--- src/rtl/serial_pattern_tx_if.sv ---
// Serial frame transmitter bus: frame request/payload in, serial bit and
// handshake/debug status out.
interface serial_pattern_tx_if #(
  parameter int unsigned WIDTH = 8
);
  localparam int unsigned CW = $clog2(WIDTH + 1);

  logic             start;
  logic [WIDTH-1:0] data;
  logic             a_out;
  logic             busy;
  logic             done;
  logic [CW-1:0]    bit_cnt;

  // Transmitter side
  modport slave (
    input  start,
    input  data,
    output a_out,
    output busy,
    output done,
    output bit_cnt
  );

  // Controller / testbench side
  modport master (
    output start,
    output data,
    input  a_out,
    input  busy,
    input  done,
    input  bit_cnt
  );
endinterface

--- src/rtl/serial_pattern_tx.sv ---
// Serial frame transmitter: start bit (1), WIDTH payload bits MSB first,
// stop bit (0). Back-to-back frames are accepted from the STOP state.
module serial_pattern_tx #(
  parameter int unsigned WIDTH = 8
) (
  input logic                 clk,
  input logic                 reset,
  serial_pattern_tx_if.slave  bus
);
  localparam int unsigned CW = $clog2(WIDTH + 1);

  typedef enum logic [1:0] {
    IDLE,
    START,
    DATA,
    STOP
  } state_e;

  state_e           state_q, state_d;
  logic [WIDTH-1:0] shift_q, shift_d;
  logic [CW-1:0]    cnt_q, cnt_d;
  logic             a_out_q, a_out_d;
  logic             busy_q, busy_d;
  logic             done_q, done_d;

  // State, shifter and registered outputs; reset discards any partial frame
  always_ff @(posedge clk or negedge reset) begin
    if (!reset) begin
      state_q <= IDLE;
      shift_q <= '0;
      cnt_q   <= '0;
      a_out_q <= 1'b0;
      busy_q  <= 1'b0;
      done_q  <= 1'b0;
    end else begin
      state_q <= state_d;
      shift_q <= shift_d;
      cnt_q   <= cnt_d;
      a_out_q <= a_out_d;
      busy_q  <= busy_d;
      done_q  <= done_d;
    end
  end

  // Next-state logic; outputs are decoded from the next state so they can be
  // registered without adding a cycle of latency
  always_comb begin
    state_d = state_q;
    shift_d = shift_q;
    cnt_d   = cnt_q;

    case (state_q)
      IDLE: begin
        if (bus.start) begin
          shift_d = bus.data;
          cnt_d   = CW'(WIDTH);
          state_d = START;
        end
      end
      START: begin
        state_d = DATA;
      end
      DATA: begin
        shift_d = {shift_q[WIDTH-2:0], 1'b0};
        cnt_d   = cnt_q - CW'(1);
        if (cnt_q == CW'(1)) begin
          state_d = STOP;
        end
      end
      STOP: begin
        if (bus.start) begin
          shift_d = bus.data;
          cnt_d   = CW'(WIDTH);
          state_d = START;
        end else begin
          state_d = IDLE;
        end
      end
      default: begin
        state_d = IDLE;
      end
    endcase

    a_out_d = (state_d == START) || ((state_d == DATA) && shift_d[WIDTH-1]);
    busy_d  = (state_d != IDLE);
    done_d  = (state_d == STOP);
  end

  assign bus.a_out   = a_out_q;
  assign bus.busy    = busy_q;
  assign bus.done    = done_q;
  assign bus.bit_cnt = cnt_q;
endmodule

--- src/flat_wrapper.sv ---
// flat-port wrapper written by rule: the top's interface ports become plain ports
module serial_pattern_tx_flat 
#(
  parameter int unsigned WIDTH = 8
)
  (clk, reset, bus_start, bus_data, bus_a_out, bus_busy, bus_done, bus_bit_cnt);
  serial_pattern_tx_if #(.WIDTH(WIDTH)) bus_i ();
  input logic clk;
  input logic reset;
  input wire logic [$bits(bus_i.start)-1:0] bus_start;
  input wire logic [$bits(bus_i.data)-1:0] bus_data;
  output wire logic [$bits(bus_i.a_out)-1:0] bus_a_out;
  output wire logic [$bits(bus_i.busy)-1:0] bus_busy;
  output wire logic [$bits(bus_i.done)-1:0] bus_done;
  output wire logic [$bits(bus_i.bit_cnt)-1:0] bus_bit_cnt;
  assign bus_i.start = bus_start;
  assign bus_i.data = bus_data;
  assign bus_a_out = bus_i.a_out;
  assign bus_busy = bus_i.busy;
  assign bus_done = bus_i.done;
  assign bus_bit_cnt = bus_i.bit_cnt;
  serial_pattern_tx #(.WIDTH(WIDTH)) u_core (.clk(clk), .reset(reset), .bus(bus_i));
endmodule
--- config.mk ---
export PLATFORM = sky130hd
export DESIGN_NAME = serial_pattern_tx_flat
export DESIGN_NICKNAME = d
export VERILOG_FILES = /design/src/rtl/serial_pattern_tx_if.sv /design/src/rtl/serial_pattern_tx.sv /design/src/flat_wrapper.sv
export SDC_FILE = /design/constraint.sdc
export NUM_CORES = 1
export LEC_CHECK = 0
export CAP_MARGIN = 20
export CORE_MARGIN = 4
export CORE_UTILIZATION = 40
export CTS_BUF_LIST = sky130_fd_sc_hd__clkbuf_8 sky130_fd_sc_hd__clkbuf_16
export DETAILED_ROUTE_END_ITERATION = 7
export GPL_TIMING_DRIVEN = 1
export HOLD_SLACK_MARGIN = 0.03
export PLACE_DENSITY = 0.72
export RECOVER_POWER = 25
export SKIP_CTS_REPAIR_TIMING = 1
export SLEW_MARGIN = 5
export SYNTH_ARGS = -nofsm -noshare
export SYNTH_HDL_FRONTEND = slang
export SYNTH_SLANG_ARGS = --single-unit
--- constraint.sdc ---
create_clock -name clk -period 4.7 [get_ports clk]
set_input_delay 0.94 -clock clk [delete_from_list [all_inputs] [get_ports clk]]
set_output_delay 0.94 -clock clk [all_outputs]
set_load 0.03 [all_outputs]
==> results.json <==
{
  "path_depth": 5,
  "leakage_nw": 0.554,
  "cts-root-buf": "clkbuf_8",
  "placedCellCount": 153,
  "final_cells": 157,
  "tns_ns": 0,
  "diodes": 0,
  "critical_path.top_delay_family": "buffers and inverters",
  "antenna_found_initial": 0,
  "synth_area_sq_mm": 0.00101,
  "std_cell_rows": 17,
  "power.density_mw_per_mm2": 725,
  "critical_path_class": "input pin to flop",
  "grt_pass1_wl_um": 3610,
  "syn_nets": 131,
  "fillCellCount": 222,
  "period_needed_ns": 2.43,
  "gp_congestion": 0.783,
  "cts_tree": "yes",
  "gr-total-overflow": 0,
  "first_iter_violations": 18,
  "cp_cell_sequence": "clkdlybuf4s50_1 > mux2i_1 > o311ai_2 > and3b_1 > mux2_2",
  "drt-pass1-iter-count": 4,
  "reg2reg_to": "u_core.bus.a_out",
  "htree_levels": 1,
  "netlist-cell-type-count": 25,
  "worst-path-buf-inv": 1,
  "worst-slew-pin-transition_ns": 0.781,
  "hold_class": "flop to flop",
  "total_power_w": 0.000892,
  "fin_worst_skew_ns": 0.00133,
  "multi_input_comb_area_sq_um": 529,
  "path_max_fanout": 14,
  "period_share_pct": 51.7,
  "track_usage_pct": 13.8,
  "cts.sinks": 17,
  "path_clk_slew_ns": 0.06,
  "antenna_left": 0,
  "reg2reg_from": "u_core.state_q[0]",
  "slew_headroom_pct": 47.8,
  "cp.required_ns": 4.83,
  "avgSynthCellArea_sq_um": 8.87,
  "routed_wl_um": 2030,
  "slew_viol_final": 0,
  "clk-insertion-delay-late_ns": 0.24,
  "start_util_pct": 44.0,
  "core_area_sq_mm": 0.00230,
  "grt_pass1_vias": 789,
  "slowest_stage": "clkdlybuf4s50_1",
  "crit_path_end": "u_core.bus.a_out",
  "whs_path_depth": 2,
  "cpPeakStageDelay_ns": 0.78,
  "yosys_warnings": 0,
  "portBuffers": 17,
  "vdd_drop_max_uv": 503,
  "register_area_sq_um": 425,
  "arrival_ns": 2.56,
  "drc": 0,
  "cp-start-kind": "input pin",
  "nNetsFinal": 147,
  "ys_seq_area_share_pct": 42.1,
  "hpwl_um": 1490,
  "cts_made_buffers": 3,
  "setup_viol": 0,
  "synth_cells": 114,
  "io_pins": 18,
  "chipWidth_um": 58.3,
  "via_per_inst": 5.20,
  "cap_viol_max_count": 0,
  "crit_path_end_kind": "flop",
  "drt-wirelength-per-cell_um": 12.9,
  "grt_max_degree": 24,
  "layout_common_cells": "17 x nand2_1, 17 x dfrtp_1, 16 x clkdlybuf4s50_1, 10 x o21ai_0, 9 x nor2b_1",
  "status": "complete, no violations",
  "area_delta_synth_final_pct": 21.8,
  "die-area_sq_mm": 0.00340,
  "fmax_mhz": 412,
  "r2r.worst_path.cells": 6,
  "timing_hold_violations_final": 0,
  "clockBufferDepth": 2,
  "vias": 816,
  "fp.dieH_um": 58.3,
  "layout-drive-gt1-share_pct": 3.88,
  "synth.ff_latch_count": 17,
  "crit_start": "bus_start",
  "rrSetupSlack_ns": 2.68,
  "rsz0062_at_grt": "false"
}
-- per-stage QoR --
| step | area [sq um] | hold slack [ns] | worst slack [ns] | util (%) |
|---|---|---|---|---|
| after floorplan | 1010 | 0.489 | 2.93 | - |
| after global placement | 1190 | 0.510 | 2.02 | 51.6 |
| after detailed placement | 1190 | 0.518 | 2.01 | 51.6 |
| after CTS | 1230 | 0.533 | 2.27 | 53.6 |
| after global routing | 1230 | 0.560 | 2.19 | 53.6 |
| final | 1230 | 0.530 | 2.27 | 53.6 |
-- routing by layer --
layer	share of wire, %	up-vias	wire length, um	track usage (%)
met5	0	-	0	0
met4	1.3	0	27	6.62
met3	3.9	2	79	3.56
met1	47	382	955	17.9
li1	-	410	-	-
met2	48	22	963	21.2
-- worst min path at each step --
stage                                  from                 to  slack (ns)
final                     u_core.shift_q[1]  u_core.shift_q[1]        0.53
after global routing      u_core.shift_q[7]  u_core.shift_q[7]        0.56
after CTS                 u_core.shift_q[1]  u_core.shift_q[1]        0.53
after detailed placement  u_core.shift_q[1]  u_core.shift_q[1]        0.52
after global placement    u_core.shift_q[7]  u_core.shift_q[7]        0.51
after floorplan           u_core.shift_q[7]  u_core.shift_q[7]        0.49
-- flip-flops by register name, indices dropped and copies added, names as in the netlist --
name                cells
u_core.bus.bit_cnt      4
u_core.bus.a_out        1
u_core.bus.busy         1
u_core.bus.done         1
u_core.shift_q          8
u_core.state_q          2
-- layout make-up --
class	instances	share of cell area, %
timing repair buffer	17	13.8
sequential	17	34.6
clock inverter	1	0.305
clock buffer	3	3.35
multi-input combinational	84	43.0
inverter	7	2.13
tap	28	2.85
-- Yosys cell counts, drive strengths merged --
library cell	count	share of area (%)
a21oi	8	4.0
a22o	2	1.7
a22oi	6	4.5
and3	1	0.62
and3b	1	0.87
buf	4	2.2
clkbuf	2	0.74
dfrtp	17	42
ha	6	7.4
inv	7	2.6
mux2	1	1.1
mux2i	2	2.0
nand2	17	6.3
nand2b	7	4.3
nand3	2	0.99
nand3b	2	1.5
nor2	4	1.5
nor2b	9	5.6
nor3	1	0.49
o21a	1	0.74
o21ai	11	5.4
o311ai	1	1.6
xnor2	2	1.7
-- tightest hold or removal path, stage by stage (launching register included) --
cell and delay, ns:
dfrtp_1 0.36, a22oi_1 0.08, nand2_1 0.06
-- cells by family (layout without fill, tap and decap cells) --
group	after synthesis	after routing	synth area share, %
AO/OA/AOI/OAI	29	29	17.9
XOR/XNOR	2	2	1.73
adder cells (fa/ha/maj)	6	6	7.43
buffers and inverters	13	28	5.57
flip-flops	17	17	42.1
multiplexers	3	3	3.09
AND/OR/NAND/NOR	44	44	22.2
-- report_power, final --
group,internal [W],switching (W),total [W]
Combinational,0.000227,0.000295,0.000522
Clock,0.0000578,0.0000468,0.000105
Sequential,0.000217,0.0000484,0.000266
Total,0.000502,0.000390,0.000892
Note: power is estimated with default switching activity, not from simulation.
